[src/rtl/countdown_pkg.sv]
// countdown_pkg: shared types and defaults for the countdown controller slice.
// Latency: n/a (types, constants and constant helper functions only).
// Backpressure: n/a.
package countdown_pkg;

  typedef enum logic [1:0] {
    SET   = 2'd0,
    RUN   = 2'd1,
    PAUSE = 2'd2,
    ALARM = 2'd3
  } ctrl_state_t;

  localparam int TIME_W            = 6;
  localparam int HOLD_CYCLES_DEF   = 25_000_000;
  localparam int REPEAT_CYCLES_DEF = 5_000_000;
  localparam int ALARM_CYCLES_DEF  = 500_000_000;

  // Width of a counter that must reach the larger of the hold and repeat intervals.
  function automatic int hold_cnt_w(input int hold_cycles, input int repeat_cycles);
    int max_cyc;
    max_cyc = (hold_cycles > repeat_cycles) ? hold_cycles : repeat_cycles;
    return $clog2(max_cyc + 1);
  endfunction

  // States in which plus/minus may step the time.
  function automatic logic is_step_state(input ctrl_state_t s);
    return (s == SET) || (s == PAUSE);
  endfunction

endpackage

[src/rtl/btn_repeat.sv]
// btn_repeat: edge detect plus hold-to-repeat for one step button, producing one-cycle step pulses.
// Latency: first pulse one cycle after the rise; next after HOLD_CYCLES, then every REPEAT_CYCLES.
// Backpressure: none; inhibit clears the hold counter and suppresses pulses in the same cycle.
module btn_repeat
  import countdown_pkg::*;
#(
  parameter int HOLD_CYCLES   = HOLD_CYCLES_DEF,
  parameter int REPEAT_CYCLES = REPEAT_CYCLES_DEF
) (
  input  logic clk,
  input  logic reset_n,
  input  logic btn,
  input  logic inhibit,
  output logic rise,
  output logic pulse
);

  localparam int CNT_W = hold_cnt_w(HOLD_CYCLES, REPEAT_CYCLES);

  logic             arm_q;
  logic             prev_q;
  logic             rep_q;
  logic             pulse_q;
  logic [CNT_W-1:0] cnt_q;
  logic [CNT_W-1:0] thr;

  // A level already high when reset releases must not look like a press, hence arm_q.
  assign rise  = btn & ~prev_q & arm_q;
  assign pulse = pulse_q;
  // First interval after the initial pulse is the long hold, later ones the repeat rate.
  assign thr   = rep_q ? CNT_W'(REPEAT_CYCLES) : CNT_W'(HOLD_CYCLES);

  // Edge-detect history and post-reset arming.
  always_ff @(posedge clk or negedge reset_n) begin
    if (!reset_n) begin
      arm_q  <= 1'b0;
      prev_q <= 1'b0;
    end else begin
      arm_q  <= 1'b1;
      prev_q <= btn;
    end
  end

  // Hold/repeat counter; cnt_q==0 means not armed, so a held button without a rise stays silent.
  always_ff @(posedge clk or negedge reset_n) begin
    if (!reset_n) begin
      cnt_q   <= '0;
      rep_q   <= 1'b0;
      pulse_q <= 1'b0;
    end else if (inhibit || !btn) begin
      cnt_q   <= '0;
      rep_q   <= 1'b0;
      pulse_q <= 1'b0;
    end else if (rise) begin
      cnt_q   <= CNT_W'(1);
      rep_q   <= 1'b0;
      pulse_q <= 1'b1;
    end else if (cnt_q == '0) begin
      pulse_q <= 1'b0;
    end else if (cnt_q >= thr) begin
      cnt_q   <= CNT_W'(1);
      rep_q   <= 1'b1;
      pulse_q <= 1'b1;
    end else begin
      pulse_q <= 1'b0;
      if (cnt_q != '1) begin
        cnt_q <= cnt_q + 1'b1;
      end
    end
  end

endmodule

[src/rtl/countdown_ctrl.sv]
// countdown_ctrl: SET/RUN/PAUSE/ALARM sequencer turning debounced buttons into time-block controls.
// Latency: button edge to state/tmr_* one cycle; tmr_enable drops combinationally at 00:00:00.
// Backpressure: none, buttons sampled every cycle. Optional alarm timeout: CTRL_ALARM_TIMEOUT_EN.
module countdown_ctrl
  import countdown_pkg::*;
#(
  parameter int HOLD_CYCLES   = HOLD_CYCLES_DEF,
  parameter int REPEAT_CYCLES = REPEAT_CYCLES_DEF,
  parameter int ALARM_CYCLES  = ALARM_CYCLES_DEF
) (
  input  logic              clk,
  input  logic              reset_n,
  input  logic              btn_start,
  input  logic              btn_clear,
  input  logic              btn_plus,
  input  logic              btn_minus,
  input  logic [TIME_W-1:0] hours,
  input  logic [TIME_W-1:0] mins,
  input  logic [TIME_W-1:0] secs,
  output logic              tmr_enable,
  output logic              tmr_reset,
  output logic              tmr_plus,
  output logic              tmr_minus,
  output logic              alarm,
  output logic [1:0]        state
);

  ctrl_state_t state_q;
  ctrl_state_t state_nxt;

  logic edge_arm_q;
  logic start_prev_q;
  logic clear_prev_q;
  logic tmr_reset_q;
  logic start_rise;
  logic clear_rise;
  logic plus_rise;
  logic minus_rise;
  logic zero;
  logic step_ok;
  logic alarm_timeout;

  assign zero       = (hours == '0) && (mins == '0) && (secs == '0);
  assign start_rise = btn_start & ~start_prev_q & edge_arm_q;
  assign clear_rise = btn_clear & ~clear_prev_q & edge_arm_q;
  assign tmr_reset  = tmr_reset_q;
  assign state      = state_q;

  // Start/clear edge history; edge_arm_q ignores levels already high at reset release.
  always_ff @(posedge clk or negedge reset_n) begin
    if (!reset_n) begin
      edge_arm_q   <= 1'b0;
      start_prev_q <= 1'b0;
      clear_prev_q <= 1'b0;
    end else begin
      edge_arm_q   <= 1'b1;
      start_prev_q <= btn_start;
      clear_prev_q <= btn_clear;
    end
  end

  // Clear pulse lines up with the cycle the state lands in SET.
  always_ff @(posedge clk or negedge reset_n) begin
    if (!reset_n) begin
      tmr_reset_q <= 1'b0;
    end else begin
      tmr_reset_q <= clear_rise;
    end
  end

  // State register.
  always_ff @(posedge clk or negedge reset_n) begin
    if (!reset_n) begin
      state_q <= SET;
    end else begin
      state_q <= state_nxt;
    end
  end

  // Next state: clear wins everywhere; in RUN reaching zero wins over start.
  always_comb begin
    state_nxt = state_q;
    if (clear_rise) begin
      state_nxt = SET;
    end else begin
      unique case (state_q)
        SET:   if (start_rise && !zero) state_nxt = RUN;
        RUN: begin
          if (zero)            state_nxt = ALARM;
          else if (start_rise) state_nxt = PAUSE;
        end
        PAUSE: if (start_rise) state_nxt = zero ? SET : RUN;
        ALARM: if (start_rise || plus_rise || minus_rise || alarm_timeout) state_nxt = SET;
        default: state_nxt = SET;
      endcase
    end
  end

  // Outputs; tmr_enable gates on zero directly so the time block never wraps past 00:00:00.
  always_comb begin
    tmr_enable = (state_q == RUN) && !zero;
    alarm      = (state_q == ALARM);
    step_ok    = !clear_rise && is_step_state(state_q) && is_step_state(state_nxt);
  end

  btn_repeat #(
    .HOLD_CYCLES   (HOLD_CYCLES),
    .REPEAT_CYCLES (REPEAT_CYCLES)
  ) u_plus (
    .clk     (clk),
    .reset_n (reset_n),
    .btn     (btn_plus),
    .inhibit (!step_ok || btn_minus),
    .rise    (plus_rise),
    .pulse   (tmr_plus)
  );

  btn_repeat #(
    .HOLD_CYCLES   (HOLD_CYCLES),
    .REPEAT_CYCLES (REPEAT_CYCLES)
  ) u_minus (
    .clk     (clk),
    .reset_n (reset_n),
    .btn     (btn_minus),
    .inhibit (!step_ok || btn_plus),
    .rise    (minus_rise),
    .pulse   (tmr_minus)
  );

`ifdef CTRL_ALARM_TIMEOUT_EN
  localparam int ALARM_W = $clog2(ALARM_CYCLES + 1);

  logic [ALARM_W-1:0] alarm_cnt_q;

  assign alarm_timeout = (state_q == ALARM) && (alarm_cnt_q == ALARM_W'(ALARM_CYCLES - 1));

  // Counts cycles spent in ALARM; clears on the same edge that leaves ALARM.
  always_ff @(posedge clk or negedge reset_n) begin
    if (!reset_n) begin
      alarm_cnt_q <= '0;
    end else if ((state_q == ALARM) && (state_nxt == ALARM)) begin
      alarm_cnt_q <= alarm_cnt_q + 1'b1;
    end else begin
      alarm_cnt_q <= '0;
    end
  end
`else
  logic unused_alarm_cfg;

  // ALARM persists until acknowledged; the timeout length is only referenced here.
  assign alarm_timeout    = 1'b0;
  assign unused_alarm_cfg = ^ALARM_CYCLES;
`endif

endmodule

[config.mk]
export PLATFORM = sky130hd
export DESIGN_NAME = countdown_ctrl
export DESIGN_NICKNAME = d
export VERILOG_FILES = /design/src/rtl/countdown_pkg.sv /design/src/rtl/btn_repeat.sv /design/src/rtl/countdown_ctrl.sv
export SDC_FILE = /design/constraint.sdc
export NUM_CORES = 1
export LEC_CHECK = 0
export CORE_UTILIZATION = 41
export CTS_CLUSTER_DIAMETER = 100
export DETAILED_ROUTE_END_ITERATION = 12
export PLACE_DENSITY = 0.66
export SKIP_LAST_GASP = 1
export SYNTH_ARGS = -nofsm -noshare
export SYNTH_HDL_FRONTEND = slang
export SYNTH_HIERARCHICAL = 1
export SYNTH_SLANG_ARGS = --single-unit
[constraint.sdc]
create_clock -name clk -period 3.1 [get_ports clk]
set_input_delay 0.31 -clock clk [delete_from_list [all_inputs] [get_ports clk]]
set_output_delay 0.31 -clock clk [all_outputs]
set_load 0.005 [all_outputs]
==> out/results.ini <==
[status]
status=complete, no violations

[timing]
slew_viol_final=0
holdWs_ns=0.4382
hold_viol=0
max_slew_margin_pct=60.53
skew_ns=0.01291
tightest_slew_ns=0.5920
rsz0062_at_grt=false
setup_viol=0
max_clock_freq_ghz=0.3478
fin_crit_sh_pct=92.75
fin_crit_ns=2.875
fin_tns_setup_ns=0

[yosys]
syn_avg_cell_area_um2=10.08
ys_ff_latch=64
synth_warnings=6
synth.distinct_cells=53
synthArstFlopShare_pct=100.0
synthesis.nets=445
synthFlopType=dfrtp_1
synth_edf_count=0
syn_area_um2=4044
yosysSeqAreaShare_pct=39.60
syn_inst=401

[floorplanning]
io_pins=31
design.core.area_um2=9415
initial_utilization_pct=42.95
rows=35
die_w_um=101.3
dieArea_um2=10260
die_y_um=101.3

[detailed_routing]
vias=3237
drt_wl_total_um=9021
routed.top_layer=met4
first_pass_iters=4
wire_per_inst_um=15.42
postRouteAntennaNets=0
drt_iter0_drc=196
dr_wl_met3_um=549
wl_met2_um=4142
m1WireLength_um=4255
drcViolationCount=0
avgViaCountPerCell=5.533

[grt]
grt_max_degree=26
grt_pass1_vias=3237
antenna_found_initial=0
grt_pass1_wl_um=15610
overflow=0
grt_util_all_layers_pct=19.46

[final_layout]
mostFrequentLayoutCell=dfrtp_1
fin_cells=585
regArea_um2=1602
multi_input_area_um2=2305
design.final.nets=495
fillers=829
final_cell_mix=64 x dfrtp_1, 29 x clkdlybuf4s50_1, 25 x nor2_1, 24 x xnor2_1
drive_gt1_share_pct=17.98
area_delta_synth_final_pct=18.50
antennaDiodeCount=0

[pwr]
leakage_nw=1.998
peakVddDrop_mv=0.2345
powerDensity_nw_per_um2=359.8

[clock_network]
clk_latency_ns=0.35
cts_buffer_depth=2
path_clk_slew_ns=0.07
cts.sinks=64
h-tree-depth=3
post-cts-setup-buffer-count=0
cts_tree=built
numCtsBuffers=9
cts-root-buf=clkbuf_8

[placement]
placed_cells=568
port_buffers=30
dpl.hpwl_um=6581
place_congestion=0.8322

[critical_path]
critPathRequiredTime_ns=3.36
crit_arrival_ns=3.13
critPathMaxFanout=19
end_kind=flop
start_kind=input pin
crit_type=input pin to flop

[run]
drv_cap=0

[worst_hold_path]
hold_class=input pin to flop

[cell usage after synthesis, types with 5 or more instances]
cell type	count	share of area (%)
xnor2_1	24	5.2
nand2_1	21	1.9
a21oi_1	15	1.9
nor3_1	12	1.5
xor2_1	16	3.5
and4_1	6	1.3
dfrtp_1	64	40
nor4_1	11	1.7
a211oi_1	5	0.93
nand4_1	10	1.5
ha_1	20	6.2
nand3_1	22	2.7
and3_1	6	0.93
inv_1	18	1.7
o21ai_0	20	2.5
o21ai_2	22	4.8
nor2_1	25	2.3
[per-stage QoR]
stage | power, mW | instance area, µm² | util (%) | setup WS, ns
after floorplan | 0.9138 | 4044 | - | 0.1770
after global placement | 1.000 | 4576 | 48.60 | -0.06076
after detailed placement | 1.002 | 4576 | 48.60 | -0.1201
after CTS | 1.749 | 4792 | 50.90 | 0.2165
after global routing | 1.796 | 4792 | 50.90 | 0.01945
final | 1.724 | 4792 | 50.90 | 0.2247
[critical path, stage by stage]
cell,delay [ns]
clkdlybuf4s50_1,0.40
or4_4,0.54
nor4_4,0.26
nor2_2,0.05
or4_1,0.38
nand2b_1,0.17
nor2_1,0.15
o311a_1,0.21
nand2_1,0.07
nand3b_2,0.24
buf_12,0.17
o21ai_0,0.17
[kinds of logic (layout without fill, tap and decap cells)]
logic type,count (synthesis),in the layout,share of synthesized area [%]
other,3,3,0.2784
and+or+nand+nor,159,159,25.68
DFF,64,64,39.60
adders and majority gates,20,20,6.188
buffers and inverters,26,81,3.403
xor gates and xnor gates,40,40,8.663
AOI/OAI and AO/OA,89,89,16.18
[worst paths after layout]
path / start / to / slack [ns] / cells after the start
worst max-delay path: hours[3] / u_plus/cnt_q[2]$_DFFE_PN0P_ / 0.22 / 12
worst min-delay path: btn_clear / clear_prev_q$_DFF_PN0_ / 0.44 / 1
worst max register to register: u_plus/cnt_q[0]$_DFFE_PN0P_ / u_plus/cnt_q[8]$_DFFE_PN0P_ / 0.68 / 7
worst min register to register: clear_prev_q$_DFF_PN0_ / tmr_reset$_DFF_PN0_ / 0.47 / 1
max in group asynchronous: reset_n / u_minus/cnt_q[3]$_DFFE_PN0P_ / 1.88 / 3
min in group asynchronous: reset_n / tmr_reset$_DFF_PN0_ / 0.50 / 2
[area by class of cell]
type	instances	share of cell area (%)
repair buffers	47	9.399
inverters	18	1.410
multi-input cells	311	48.09
flip-flops and latches	64	33.42
clock inverters	6	1.436
well taps	129	3.368
clock buffers	10	2.872
[where the power goes]
part           leakage (nW)  internal (mW)  switching [mW]  total (mW)
Combinational          1.03         0.0754          0.0553       0.131
Sequential            0.875          0.845         0.00949       0.854
Clock                0.0907          0.394           0.345       0.739
[state kept, by name, summed over array words and instances, names as in the netlist]
register / flops
u_minus/pulse: 1
tmr_reset: 1
u_plus/arm_q: 1
edge_arm_q: 1
u_plus/rep_q: 1
clear_prev_q: 1
u_minus/rep_q: 1
state: 2
u_minus/prev_q: 1
u_minus/cnt_q: 25
u_plus/pulse: 1
u_plus/prev_q: 1
u_minus/arm_q: 1
start_prev_q: 1
u_plus/cnt_q: 25
[layer usage]
metal | track usage (%) | vias to the layer above
li1 | - | 1585
met1 | 26.28 | 1558
met2 | 31.24 | 87
met3 | 3.520 | 7
met4 | 7.135 | 0
met5 | 0 | -
[repair_timing]
action	4_1_cts	5_1_grt
hold buffers	1	0
setup endpoints to repair	0	1
resized for setup	0	1
endpoints found under the hold margin	23	0
Note: power is estimated with default switching activity, not from simulation.
